--- src/rtl/if_fetch_pkg.sv ---
// Shared configuration for the instruction-fetch stage.
//   ADDR_WIDTH / INST_WIDTH : default PC and instruction widths
//   ZeroWord                : bubble value driven on if_pc/if_inst when empty
//   FETCH_IDLE/WAIT/READY   : fetch FSM state encodings
package if_fetch_pkg;

  localparam int unsigned ADDR_WIDTH = 32;
  localparam int unsigned INST_WIDTH = 32;

  localparam logic [31:0] ZeroWord = 32'h0000_0000;

  localparam logic [1:0] FETCH_IDLE  = 2'd0;  // issue request for pc
  localparam logic [1:0] FETCH_WAIT  = 2'd1;  // granted, awaiting rvalid
  localparam logic [1:0] FETCH_READY = 2'd2;  // instruction held on outputs

endpackage

--- src/rtl/if_fetch.sv ---
// Instruction-fetch stage: producer side of the IF/ID pipeline register.
// Holds the PC, issues single-outstanding req/gnt/rvalid fetches, presents the
// fetched instruction on if_pc/if_inst and stalls the pipe while none is ready.
// Branch/jump redirects discard any fetch in flight or held at that moment.
//
// Ports:
//   CLK, RST          clock, synchronous active-high reset
//   stall[5:0]        control-unit stall vector; only stall[1] (IF/ID hold) used
//   jmp_flag          redirect request, overrides every other event
//   jmp_target        redirect PC, low two bits forced to zero
//   mem_req/mem_addr  fetch request and word-aligned address
//   mem_gnt           request accepted this cycle
//   mem_rvalid/rdata  read data return
//   if_pc/if_inst     presented instruction, ZeroWord when none
//   stallreq_if       high whenever no instruction is presented
//
// Build option: define IF_FETCH_PREFETCH_EN to issue the next fetch (pc+4) in
// the same cycle an instruction is consumed, giving 2 cycles per instruction.
module if_fetch
  import if_fetch_pkg::*;
#(
  parameter int unsigned       ADDR_W   = ADDR_WIDTH,
  parameter int unsigned       INST_W   = INST_WIDTH,
  parameter logic [ADDR_W-1:0] RESET_PC = '0
) (
  input  logic              CLK,
  input  logic              RST,
  input  logic [5:0]        stall,
  input  logic              jmp_flag,
  input  logic [ADDR_W-1:0] jmp_target,
  output logic              mem_req,
  output logic [ADDR_W-1:0] mem_addr,
  input  logic              mem_gnt,
  input  logic              mem_rvalid,
  input  logic [INST_W-1:0] mem_rdata,
  output logic [ADDR_W-1:0] if_pc,
  output logic [INST_W-1:0] if_inst,
  output logic              stallreq_if
);

  logic [1:0]        state_q, state_d;
  logic [ADDR_W-1:0] pc_q, pc_d;
  logic              kill_q, kill_d;
  logic [ADDR_W-1:0] if_pc_q, if_pc_d;
  logic [INST_W-1:0] if_inst_q, if_inst_d;

  logic [ADDR_W-1:0] pc_next;
  logic [ADDR_W-1:0] jmp_pc;
  logic              consume;

  // Only the IF/ID hold bit of the stall vector matters here.
  logic unused_stall;
  assign unused_stall = ^{stall[5:2], stall[0]};

  assign pc_next = pc_q + ADDR_W'(4);  // wraps modulo 2^ADDR_W
  assign jmp_pc  = {jmp_target[ADDR_W-1:2], 2'b00};
  assign consume = (state_q == FETCH_READY) && !stall[1] && !jmp_flag;

  // Memory request side
  always_comb begin
    mem_req  = 1'b0;
    mem_addr = pc_q;
    if (state_q == FETCH_IDLE) begin
      mem_req = !jmp_flag;
    end
`ifdef IF_FETCH_PREFETCH_EN
    if (consume) begin
      mem_req  = 1'b1;
      mem_addr = pc_next;
    end
`endif
  end

  assign stallreq_if = (state_q != FETCH_READY);
  assign if_pc       = if_pc_q;
  assign if_inst     = if_inst_q;

  // Next-state logic
  always_comb begin
    state_d   = state_q;
    pc_d      = pc_q;
    kill_d    = kill_q;
    if_pc_d   = if_pc_q;
    if_inst_d = if_inst_q;

    if (jmp_flag) begin
      pc_d = jmp_pc;
      case (state_q)
        FETCH_WAIT: begin
          if (mem_rvalid) begin
            // Data arriving with the redirect is stale; nothing left to kill.
            state_d = FETCH_IDLE;
            kill_d  = 1'b0;
          end else begin
            kill_d = 1'b1;
          end
        end
        FETCH_READY: begin
          state_d   = FETCH_IDLE;
          if_pc_d   = ADDR_W'(ZeroWord);
          if_inst_d = INST_W'(ZeroWord);
        end
        default: state_d = FETCH_IDLE;
      endcase
    end else begin
      case (state_q)
        FETCH_IDLE: begin
          if (mem_gnt) state_d = FETCH_WAIT;
        end
        FETCH_WAIT: begin
          if (mem_rvalid) begin
            if (kill_q) begin
              kill_d  = 1'b0;
              state_d = FETCH_IDLE;
            end else begin
              if_pc_d   = pc_q;
              if_inst_d = mem_rdata;
              state_d   = FETCH_READY;
            end
          end
        end
        FETCH_READY: begin
          if (!stall[1]) begin
            pc_d      = pc_next;
            if_pc_d   = ADDR_W'(ZeroWord);
            if_inst_d = INST_W'(ZeroWord);
            state_d   = FETCH_IDLE;
`ifdef IF_FETCH_PREFETCH_EN
            if (mem_gnt) state_d = FETCH_WAIT;
`endif
          end
        end
        default: state_d = FETCH_IDLE;
      endcase
    end
  end

  always_ff @(posedge CLK) begin
    if (RST) begin
      state_q   <= FETCH_IDLE;
      pc_q      <= RESET_PC;
      kill_q    <= 1'b0;
      if_pc_q   <= ADDR_W'(ZeroWord);
      if_inst_q <= INST_W'(ZeroWord);
    end else begin
      state_q   <= state_d;
      pc_q      <= pc_d;
      kill_q    <= kill_d;
      if_pc_q   <= if_pc_d;
      if_inst_q <= if_inst_d;
    end
  end

endmodule

--- config.mk ---
export PLATFORM = sky130hd
export DESIGN_NAME = if_fetch
export DESIGN_NICKNAME = d
export VERILOG_FILES = /design/src/rtl/if_fetch_pkg.sv /design/src/rtl/if_fetch.sv
export SDC_FILE = /design/constraint.sdc
export NUM_CORES = 1
export LEC_CHECK = 0
export BUFFER_PORTS_ARGS = -buffer_cell sky130_fd_sc_hd__buf_2
export CAP_MARGIN = 20
export CORE_MARGIN = 1.5
export CORE_UTILIZATION = 53
export DETAILED_ROUTE_END_ITERATION = 7
export PLACE_DENSITY = 0.88
export RECOVER_POWER = 50
export SLEW_MARGIN = 0
export SYNTH_ARGS = -nofsm -noshare
export SYNTH_HDL_FRONTEND = slang
export SYNTH_SLANG_ARGS = --single-unit
--- constraint.sdc ---
create_clock -name CLK -period 6 [get_ports CLK]
set_clock_uncertainty 0.15 [all_clocks]
set_input_delay 0.6 -clock CLK [delete_from_list [all_inputs] [get_ports CLK]]
set_output_delay 0.6 -clock CLK [all_outputs]
set_load 0.02 [all_outputs]
# [Word level (Yosys, flattened, before mapping)]
# Cells that the tools add are included.
[word_totals] word_cells=56 reg_bits=99 out_inout_bits=98
[classes] bitwise=1 n_addsub=1 eq_ne=10 muxes=27 reduce_logical=11
[op_table] op="$mux W32" n=11
[op_table] op="$pmux W32 S2" n=2
[op_table] op="$add A32 B3 Y32 const B" n=1
[op_table] op="$mux W2" n=7
[op_table] op="$ne A3 B3 Y1 const B" n=4
[op_table] op="$mux W1" n=6
[op_table] op="$pmux W2 S3" n=1
[op_table] op="$reduce_and A2 Y1" n=3
[op_table] op="$reduce_bool A2 Y1" n=3
[op_table] op="$reduce_and A5 Y1" n=1
[op_table] op="$ne A2 B1 Y1 const B" n=2
[op_table] op="$ne A2 B2 Y1 const B" n=2
[op_table] op="$reduce_and A3 Y1" n=1
[op_table] op="$eq A2 B1 Y1 const B" n=1
[op_table] op="$eq A2 B2 Y1 const B" n=1
[op_table] op="$logic_not A2 Y1" n=1
[op_table] op="$reduce_or A2 Y1" n=1
[op_table] op="$logic_not A1 Y1" n=1
[op_table] op="$not A1 Y1" n=1

# [Logic depth before layout (Yosys ltp)]
# Gate-level depths: netlist (run 1).
[depth] ltp_word=4 mapped_depth=8 depth_no_buf=6

# [Least setup slack after synthesis (run 1)]
# OpenSTA, ideal clock, no wires.
[synth_timing] path_kind="register to register" startpoint="register pc_q[12] (netlist: mem_addr[12])" endpoint="register pc_q[26] (netlist: mem_addr[26])" synth_period_minus_slack_ns=2.105 setup_time_ns=0.091 stages_incl_launch_ff=6 path_buffers=1 t_required_ns=5.759 setup_slack_ns=3.895 arrival_time_ns=1.865 cell_sequence="dfxtp_1 > nand4_2 > or4_1 > clkbuf_2 > or3_1 > a311oi_1"
[synth_between] elab_chain_len=4
[synth_lines] item="start: declaration" line_no="if_fetch.sv:42" source="logic [ADDR_W-1:0] pc_q, pc_d;"
[synth_lines] item="start signal: assignment" line_no="if_fetch.sv:147" source="pc_q <= pc_d;"
[synth_lines] item="$add A32 B3 Y32" line_no="if_fetch.sv:55" source="assign pc_next = pc_q + ADDR_W'(4);"
[synth_lines] item="$mux W32" line_no="if_fetch.sv:123" source="if (!stall[1]) begin"
[synth_lines] item="$mux W32" line_no="if_fetch.sv:106" source="case (state_q)"
[synth_lines] item="$mux W32" line_no="if_fetch.sv:86" source="if (jmp_flag) begin"
# No other way between the ends. The select of a mux whose other input is x is not followed.
# A chain may end at the register's enable or synchronous reset.

# [Worst setup path in the final report (run 1)]
[layout_timing] startpoint="input port jmp_flag" endpoint="register pc_q[16] (netlist: mem_addr[16])"
[layout_between] elab_chain_len=2 word_cells_on_any_way=4 classes_between="eq/ne (1); mux (1); reduce/logical (2)"
[layout_lines] item="start: declaration" line_no="if_fetch.sv:29" source="input logic jmp_flag,"
[layout_lines] item="$ne A2 B1 Y1 (no source line) or $reduce_bool A2 Y1 (tied branches)"
[layout_lines] item="$reduce_and A2 Y1 (no source line)"
# Several ways; a longest one is shown, not always the timed one.

==> metrics.md, run 1 <==
| Metric | Value |
|---|---|
| First-pass GRT wire length | 19500 µm |
| Port Buffers | 161 |
| H-tree depth | 3 |
| Failing checks | capacitance limit, slew limit |
| Clk Latency, worst-skew pair | ~0.36 ns |
| Outcome | finished, violations left |
| Register area share after synthesis | 43.2% |
| IR drop worst, VDD | 0.158 mV |
| Ys async rst share | 0% |
| P&R area growth vs syn | 19.2% |
| CTS tree | done |
| # fillers | 747 |
| Iter 0 DRT Violations | around 210 |
| Dpl hpwl | 8110 µm |
| #FFs+latches synth | 95 |
| # rows | 33 |
| Worst slew pin tran | 2.25 ns |
| Num ports | 173 |
| Final ANT Viol Nets | 0 |
| Routed WL | 12400 µm |
| Hold Path Depth | 2 |
| Final count of negative-setup-slack endpoints | 0 |
| Leakage | 1.80 nW |
| Final Critical Period | 3.51 ns |
| Clk buf depth | 2 |
| Global route total overflow | 0 |
| Synth cell types | 46 |
| Antenna violations before repair | 0 |
| Predominant post-synthesis flop cell | dfxtp_1 |
| Worst-path maximum fanout | 78 |
| Syn Inst Count | between 500 and 600 |
| Final net count | about 740 |
| Clk sinks | 95 |
| Worst setup path class | in2reg |
| Via count | between 4000 and 5000 |
| Resize count post-CTS | 0 |
| Gr usage total | 27.4% |
| Post-CTS Setup Bufs | 0 |
| Layout cells sized above 1 | 14.0% |
| Die area | 8860 µm² |
| GP Congestion | between 0.7 and 0.8 |
| Syn. warnings | 0 |
| Worst-path clk slew | about 0.09 ns |
| Via density | 6.08 |
| RSZ-0062 raised after global routing | false |
| Root Driver | clkbuf_8 |
| FMAX | about 290 MHz |
| Slew HR | -49.9% |
| Largest net degree at the start of global routing | 79 |
| Chip width | 94.1 µm |
| Worst EP required | 6.07 ns |
| Pre-CTS setup slack | slightly above 3 ns |
| Detailed Routing Iterations Pass 1 | 5 |
| Starting density of the core | 54.1% |
| Die height | 94.1 µm |
| Core footprint | 8130 µm² |
| Avg Inst Size Synth | about 8 µm² |
| Final WS setup | 2.49 ns |
| Vias in the first global route | approximately 4300 |
| EDFF count, synth | 0 |
| Fin crit share | 58.5% |
| Final core utilization | 64.5% |
| Routed length per instance | 16.1 µm |
| Most frequent cells in the layout | clkbuf_1 (95), dfxtp_1 (95), nand4_1 (74) |
| Crit path capture type | register |
| Ant. Diodes | 0 |
| Crit path DAT | 3.58 ns |
| Mapped Area | 4400 µm² |
| Max-cap violations | 1 |
| Fin. Hold Viols | 0 |
| Setup TNS | 0 ns |
| CTS Hold Bufs | 0 |
| Worst R2R Path Depth | 6 |
| Hold crit path type | in2reg |
| Startpoint class of the critical path | input port |
| CTS Buf Count | 9 |
| Final Max Slew Viols | between 50 and 60 |
| PwrDens | 250 nW/µm² |
| DRC Markers | 0 |
final cells by class:
class                   instances  area (µm²)  share of cell area [%]
clock buffers                  10         128                    2.43
well taps                     105         131                    2.50
flip-flops and latches         95        1900                    36.2
repair buffers                166         726                    13.8
inverters                      14        53.8                    1.03
multi-input cells             372        2220                    42.4
clock inverters                 6        83.8                    1.60
worst max-delay path, stage by stage:
cell and delay (ns):
clkbuf_1 0.89, clkinv_2 0.76, buf_4 0.57, and4_1 0.33, a2111oi_0 0.36
where the power goes:
group / internal (mW) / total (mW) / leakage (nW) / switching (mW)
clock network: 0.234 / 0.459 / 0.110 / 0.224
registers: 0.653 / 0.683 / 0.774 / 0.0293
logic: 0.0558 / 0.172 / 0.920 / 0.117
flip-flops by register name, indices dropped and copies added, names as in the netlist:
register  cells
if_inst      32
if_pc        30
kill_q        1
mem_addr     30
state_q       2
path summary, 6_finish.rpt:
kind              start      endpoint  slack, ns
max            jmp_flag  mem_addr[16]       2.49
max reg2reg  state_q[0]  mem_addr[25]       3.12
min          mem_rvalid        kill_q       0.29
min reg2reg   if_pc[30]     if_pc[30]       0.32
per-stage QoR:
stage          hold WS [ns]  power, mW  instances  instance area (µm²)
2_1_floorplan         0.337      0.805        539                 4410
3_3_place_gp          0.305      0.866        752                 5150
3_5_place_dp          0.314      0.872        752                 5150
4_1_cts               0.282       1.32        768                 5370
5_1_grt               0.308       1.36        768                 5250
6_report              0.295       1.31        768                 5250
Yosys cell counts, drive strengths merged (3+ instances only):
master | instances | area (µm²)
nor2b | 4 | 25.0
nand4 | 75 | 475
inv | 14 | 52.6
clkbuf | 38 | 144
or4 | 8 | 60.1
nand2 | 12 | 45.0
and4 | 5 | 43.8
nor3 | 6 | 30.0
ha | 4 | 50.1
and3 | 5 | 31.3
o21ai | 68 | 340
a311oi | 11 | 96.3
buf | 20 | 92.6
o31ai | 10 | 75.1
a221oi | 3 | 26.3
nor2 | 27 | 101
mux2i | 3 | 30.0
nor4 | 5 | 31.3
xnor2 | 3 | 26.3
nand3 | 9 | 50.1
or3 | 4 | 25.0
a21oi | 69 | 345
dfxtp | 95 | 1900
xor2 | 7 | 61.3
a211oi | 12 | 90.1
metal layers:
metal | GRT usage, % | part of all wire (%) | vias up | wire length [µm]
li1 | - | - | 2264 | -
met3 | 5.99 | 7.5 | 15 | 933
met4 | 10.1 | 1.3 | 0 | 164
met5 | 0 | 0 | - | 0
met1 | 34.0 | 43 | 2181 | 5310
met2 | 46.3 | 48 | 210 | 5980
cells by family (layout without fill, tap and decap cells):
family                     after synthesis  after routing  synth area share, %
and+or+nand+nor                        168            168                 22.3
other                                    1              4               0.0852
muxes                                    3              3                0.682
DFF                                     95             95                 43.2
buffers and inverters                   72            196                 6.57
AOI/OAI and AO/OA                      183            183                 24.0
adders and majority gates                4              4                 1.14
xor gates and xnor gates                10             10                 1.99
Note: power is estimated with default switching activity, not from simulation.
==> run 2, diff against run 1 <==
--- a/config.mk
+++ b/config.mk
@@ -8,9 +8,9 @@
 export BUFFER_PORTS_ARGS = -buffer_cell sky130_fd_sc_hd__buf_2
 export CAP_MARGIN = 20
 export CORE_MARGIN = 1.5
-export CORE_UTILIZATION = 53
+export CORE_UTILIZATION = 49
 export DETAILED_ROUTE_END_ITERATION = 7
-export PLACE_DENSITY = 0.88
+export PLACE_DENSITY = 0.82
 export RECOVER_POWER = 50
 export SLEW_MARGIN = 0
 export SYNTH_ARGS = -nofsm -noshare
==> constraint.sdc (replaced) <==
create_clock -name CLK -period 3.5 [get_ports CLK]
set_clock_uncertainty 0.15 [all_clocks]
set_input_delay 0.35 -clock CLK [delete_from_list [all_inputs] [get_ports CLK]]
set_output_delay 0.35 -clock CLK [all_outputs]
set_load 0.02 [all_outputs]
==> metrics.md, run 2 (synthesis gave the netlist of run 1 again) <==
| Metric | Value |
|---|---|
| DRC Markers | 0 (unchanged) |
| Worst hold slack | 0.0472 ns (was 0.295 ns) |
| Dpl cells | 759 (was 752) |
| Fin. Hold Viols | 0 (unchanged) |
| Worst-path clk slew | 0.09 ns (about the same) |
| Max reg flops | 32 (unchanged) |
| H-tree depth | 3 (unchanged) |
| Hold Path Depth | 2 (unchanged) |
| Layout cells sized above 1 | 14.5% (was 14.0%) |
| Gr busiest metal | met2 (unchanged) |
| Final ANT Viol Nets | 0 (unchanged) |
| Worst EP required | 3.60 ns (was 6.07 ns) |
| Die height | 97.8 µm (was 94.1 µm) |
| Slew HR | -52.4% (was -49.9%) |
| Ant. Diodes | 0 (unchanged) |
| Chip width | 97.8 µm (was 94.1 µm) |
| CTS Buf Count | 9 (unchanged) |
| Die area | 9560 µm² (was 8860 µm²) |
| Clk buf depth | 2 (unchanged) |
| IR drop worst, VDD | 0.257 mV (was 0.158 mV) |
| Via density | 5.99 (was 6.08) |
| # fillers | 854 (was 747) |
| Setup TNS | 0 ns (unchanged) |
| FF-to-FF setup slack | 0.70 ns (was 3.12 ns) |
| Port Buffers | 161 (unchanged) |
| Via count | 4643 (was 4670) |
| Worst-path maximum fanout | 18 (was 78) |
| Fin crit share | 80.0% |
| Failing checks | capacitance limit, slew limit (unchanged) |
| Outcome | finished, violations left (unchanged) |
| Detailed Routing Iterations Pass 1 | 5 (unchanged) |
| Core footprint | 8720 µm² (was 8130 µm²) |
| Resize count post-CTS | 0 (unchanged) |
| Crit path DAT | 2.90 ns (was 3.58 ns) |
| Leakage | 1.79 nW (was 1.80 nW) |
| Routed WL | 12600 µm (was 12400 µm) |
| Worst R2R Path Depth | 6 (unchanged) |
| Worst r2r src | state_q[0] (unchanged) |
| Antenna violations before repair | 0 (unchanged) |
| Met2 Use GR | 41.5% (was 46.3%) |
| Crit. Startpoint | state_q[0] (was jmp_flag) |
| Design Power | 2.14 mW (was 1.31 mW) |
| Num ports | 173 (unchanged) |
| Vias in the first global route | 4234 (was 4297) |
| P&R area growth vs syn | 19.2% (unchanged) |
| Cell Count, Final, Fillers Out | 775 (was 768) |
| Iter 0 DRT Violations | 211 (was 208) |
| Pre-CTS setup slack | 0.708 ns (was 3.06 ns) |
| Critical R2R Capture | mem_addr[17] (was mem_addr[25]) |
| GP Congestion | 0.795 (about the same) |
| CTS Hold Bufs | 0 (unchanged) |
| Hold crit path type | in2reg (unchanged) |
| FMAX | about 360 MHz |
| Hold Crit Start | mem_rvalid (unchanged) |
| Final core utilization | 60.2% (was 64.5%) |
| Final net count | 741 (was 737) |
| Hold Path Sink | kill_q (unchanged) |
| Post-CTS Setup Bufs | 0 (unchanged) |
| Area of placed instances | 5190 µm² (was 5150 µm²) |
| Met3 GRT Util | 5.23% (was 5.99%) |
| M1 GR Usage | 34.4% (was 34.0%) |
| Clk Latency, worst-skew pair | 0.36 ns (about the same) |
| Worst slew pin tran | 2.29 ns (was 2.25 ns) |
| First-pass GRT wire length | 20200 µm (was 19500 µm) |
| Final WS setup | 0.699 ns (was 2.49 ns) |
| Dpl hpwl | 8410 µm (was 8110 µm) |
| Largest net degree at the start of global routing | 64 (was 79) |
| Final count of negative-setup-slack endpoints | 0 (unchanged) |
| Global route total overflow | 0 (unchanged) |
| Final Max Slew Viols | 53 (was 51) |
| Crit path capture type | register (unchanged) |
| Max-cap violations | 1 (unchanged) |
| Routed length per instance | 16.3 µm (was 16.1 µm) |
| Clk sinks | 95 (unchanged) |
| # rows | 34 (was 33) |
| Final Critical Period | 2.80 ns |
| Worst setup path class | reg2reg (was in2reg) |
| Fin area | 5250 µm² (unchanged) |
| Starting density of the core | 50.5% (was 54.1%) |
| Root Driver | clkbuf_8 (unchanged) |
| Most frequent cells in the layout | clkbuf_1 (95), dfxtp_1 (95), nand4_1 (74) (unchanged) |
| PwrDens | 408 nW/µm² (was 250 nW/µm²) |
| Startpoint class of the critical path | register (was input port) |
| RSZ-0062 raised after global routing | false (unchanged) |
| Gr usage total | 25.6% (was 27.4%) |
| CTS tree | done (unchanged) |
-- run 2: cell count changes in the layout (fill, tap and decap cells not counted), sizes merged --
cell | previous run | this run
buf | 72 | 77
inv | 14 | 13
clkinv | 4 | 2
clkbuf | 104 | 105
bufinv | 2 | 0
clkinvlp | 0 | 3
-- run 2: how the worst max path moves through the flow --
stage	cells after the start	slack, ns	endpoint
after floorplan	5	1.39	mem_addr[26]
after global placement	6	0.84	mem_addr[25]
after detailed placement	6	0.71	mem_addr[17]
after CTS	6	0.70	mem_addr[17]
after global routing	6	0.52	mem_addr[17]
final	6	0.70	mem_addr[17]
-- run 2: worst max-delay path, stage by stage, from the launching register on --
cell and delay, ns:
dfxtp_1 0.34, inv_1 0.08, ha_1 0.29, and4b_1 0.34, nand4_1 0.54, or4_1 0.67
a311oi_1 0.28
-- run 2: where the power goes --
group	switching, mW	internal [mW]
Combinational	0.202	0.0986
Clock	0.393	0.280
Sequential	0.0501	1.12
Total	0.645	1.50
-- run 2: cell type report --
| type | instances | area [µm²] | area share, % |
|---|---|---|---|
| flip-flops and latches | 95 | 1900 | 36.2 |
| well taps | 108 | 135 | 2.58 |
| clock inverters | 4 | 31.3 | 0.596 |
| clock buffers | 12 | 145 | 2.77 |
| multi-input cells | 372 | 2220 | 42.4 |
| repair buffers | 170 | 757 | 14.4 |
| inverters | 14 | 53.8 | 1.03 |
-- run 2: routing by layer --
layer / vias to the layer above / part of all wire [%]
met5: - / 0
met4: 0 / 0.81
li1: 2270 / -
met2: 168 / 47
met3: 11 / 6.2
met1: 2194 / 46
==> run 3, diff against run 2 <==
==> constraint.sdc (replaced) <==
create_clock -name CLK -period 2.7 [get_ports CLK]
set_clock_uncertainty 0.15 [all_clocks]
set_input_delay 0.27 -clock CLK [delete_from_list [all_inputs] [get_ports CLK]]
set_output_delay 0.27 -clock CLK [all_outputs]
set_load 0.02 [all_outputs]
==> metrics.md, run 3 (synthesis gave the netlist of run 1 again) <==
| Metric | Value |
|---|---|
| Outcome | completed (was finished, violations left) |
| Final ANT Viol Nets | 0 (unchanged) |
| # rows | 34 (unchanged) |
| Dpl cells | 767 (was 759) |
| Slew HR | 51.8% (was -52.4%) |
| Design Power | 2.78 mW (was 2.14 mW) |
| Num ports | 173 (unchanged) |
| Clk sinks | 95 (unchanged) |
| Clk pwr share | 31.2% (was 31.4%) |
| RSZ-0062 raised after global routing | false (unchanged) |
| Resize count post-CTS | 0 (unchanged) |
| Iter 0 DRT Violations | 278 (was 211) |
| M1 GR Usage | 34.2% (was 34.4%) |
| IR drop worst, VDD | 0.306 mV (was 0.257 mV) |
| Hold Path Depth | 3 (was 2) |
| CP cell instances | inv_1 -> ha_1 -> and4b_1 -> nand4_1 -> buf_4 -> or4_1 -> a311oi_1 (was inv_1 -> ha_1 -> and4b_1 -> nand4_1 -> or4_1 -> a311oi_1) |
| H-tree depth | 3 (unchanged) |
| Worst-path clk slew | 0.09 ns (about the same) |
| Cell Count, Final, Fillers Out | 785 (was 775) |
| Antenna violations before repair | 0 (unchanged) |
| Commonest non-fill, non-tap cell in the layout | dfxtp_1 |
| FF-to-FF setup slack | 0.28 ns (was 0.70 ns) |
| Worst setup path class | reg2reg (unchanged) |
| CTS tree | done (unchanged) |
| Most frequent cells in the layout | dfxtp_1 (95), clkbuf_1 (94), nand4_1 (74) (was clkbuf_1 (95), dfxtp_1 (95), nand4_1 (74)) |
| Startpoint class of the critical path | register (unchanged) |
| Routed WL | 12800 µm (was 12600 µm) |
| P&R area growth vs syn | 21.0% (was 19.2%) |
| Slowest cell on crit path | or4_1 (unchanged) |
| Worst R2R Path Depth | 7 (was 6) |
| Clk Latency, worst-skew pair | 0.36 ns (about the same) |
| Die area | 9560 µm² (unchanged) |
| Final Max Slew Viols | 0 (was 53) |
| Power share of the combinational group | 14.2% (was 14.0%) |
| Met3 GRT Util | 6.08% (was 5.23%) |
| Via count | 4770 (was 4643) |
| PwrDens | 522 nW/µm² (was 408 nW/µm²) |
| Hold crit path type | in2reg (unchanged) |
| Setup TNS | 0 ns (unchanged) |
| Die height | 97.8 µm (unchanged) |
| CTS Buf Count | 9 (unchanged) |
| Hold Crit Start | jmp_target[2] (was mem_rvalid) |
| Worst r2r src | state_q[0] (unchanged) |
| Clk buf depth | 2 (unchanged) |
| Max-cap violations | 0 (was 1) |
| Leakage | 1.85 nW (was 1.79 nW) |
| Int Power | 1.95 mW (was 1.50 mW) |
| Layout cells sized above 1 | 15.8% (was 14.5%) |
| Sequential Power Share | 54.6% (about the same) |
| DRC Markers | 0 (unchanged) |
| Port Buffers | 161 (unchanged) |
| Fin crit share | 89.7% (was 80.0%) |
| Switching Fraction | 29.9% (was 30.1%) |
| First-pass GRT wire length | 20600 µm (was 20200 µm) |
| Final core utilization | 61.1% (was 60.2%) |
| Ant. Diodes | 0 (unchanged) |
| Final count of negative-setup-slack endpoints | 0 (unchanged) |
| Crit-path max cell delay | 0.49 ns (was 0.67 ns) |
| Global route total overflow | 0 (unchanged) |
| FMAX | 413 MHz (was 357 MHz) |
| Fin. Hold Viols | 0 (unchanged) |
| Via density | 6.08 (was 5.99) |
| Critical R2R Capture | mem_addr[23] (was mem_addr[17]) |
| Gr busiest metal | met2 (unchanged) |
| Worst slew pin tran | 0.719 ns (was 2.29 ns) |
| Final net count | 751 (was 741) |
| Routed length per instance | 16.3 µm (about the same) |
| GP Congestion | 0.825 (was 0.795) |
| Starting density of the core | 50.5% (unchanged) |
| Worst-path maximum fanout | 13 (was 18) |
| Worst EP required | 2.81 ns (was 3.60 ns) |
| Max reg flops | 32 (unchanged) |
| Largest net degree at the start of global routing | 63 (was 64) |
| Dpl hpwl | 8720 µm (was 8410 µm) |
| Hold Path Sink | mem_addr[2] (was kill_q) |
| Met2 Use GR | 42.8% (was 41.5%) |
| Core footprint | 8720 µm² (unchanged) |
| P_sw | 0.830 mW (was 0.645 mW) |
| Root Driver | clkbuf_8 (unchanged) |
| Gr usage total | 25.9% (was 25.6%) |
| Final Critical Period | 2.42 ns (was 2.80 ns) |
| Crit path DAT | 2.54 ns (was 2.90 ns) |
| Crit path capture type | register (unchanged) |
| Detailed Routing Iterations Pass 1 | 5 (unchanged) |
| Chip width | 97.8 µm (unchanged) |
| Vias in the first global route | 4355 (was 4234) |
-- run 3: worst max-delay path by stage --
stage | from | endpoint | slack, ns | cells past startpoint
after floorplan | mem_addr[12] | mem_addr[26] | 0.59 | 5
after global placement | state_q[0] | mem_addr[25] | 0.26 | 6
after detailed placement | state_q[0] | mem_addr[25] | 0.12 | 6
after CTS | state_q[0] | mem_addr[23] | 0.1 | 6
after global routing | state_q[0] | mem_addr[23] | 0.17 | 7
final | state_q[0] | mem_addr[23] | 0.28 | 7
-- run 3: metal layers --
metal  vias up  share of wire [%]
met5         -                  0
met4         0                1.5
met3        22                7.3
met2       198                 48
met1      2259                 44
li1       2291                  -
-- run 3: area by class of cell --
class	count	area, µm²
fillers	810	3400
multi-input cells	372	2220
flip-flops and latches	95	1900
repair buffers	180	836
clock buffers	12	145
well taps	108	135
inverters	14	53.8
clock inverters	4	30.0
-- run 3: worst max-delay path, delay by kind of cell (launching register included) --
family,cells,cell delay [ns]
adders and majority gates,1,0.31
buffers and inverters,2,0.29
DFF,1,0.34
and+or+nand+nor,3,0.97
AOI/OAI and AO/OA,1,0.27
-- run 3: through the flow --
step,setup slack [ns],hold WS (ns),instance area (µm²)
detailed placement,0.117,0.313,5250
global placement,0.255,0.304,5250
CTS,0.0959,0.00676,5430
global route,0.173,0.00632,5330
floorplan,0.595,0.216,4410
finish,0.279,0.0128,5330
-- run 3: power groups by stage --
stage          Sequential (mW)  Clock (mW)  Combinational [mW]
6_report                  1.52       0.867               0.394
4_1_cts                   1.51       0.887               0.404
5_1_grt                   1.53       0.947               0.432
3_3_place_gp              1.54           0               0.393
2_1_floorplan             1.59           0               0.197
3_5_place_dp              1.55           0               0.402
-- run 3: what timing repair did --
item / 4_1_cts / 5_1_grt
hold buffers: 1 / 0
setup buffers: 0 / 1
endpoints found under the hold margin: 1 / 0
setup endpoints to repair: 0 / 5
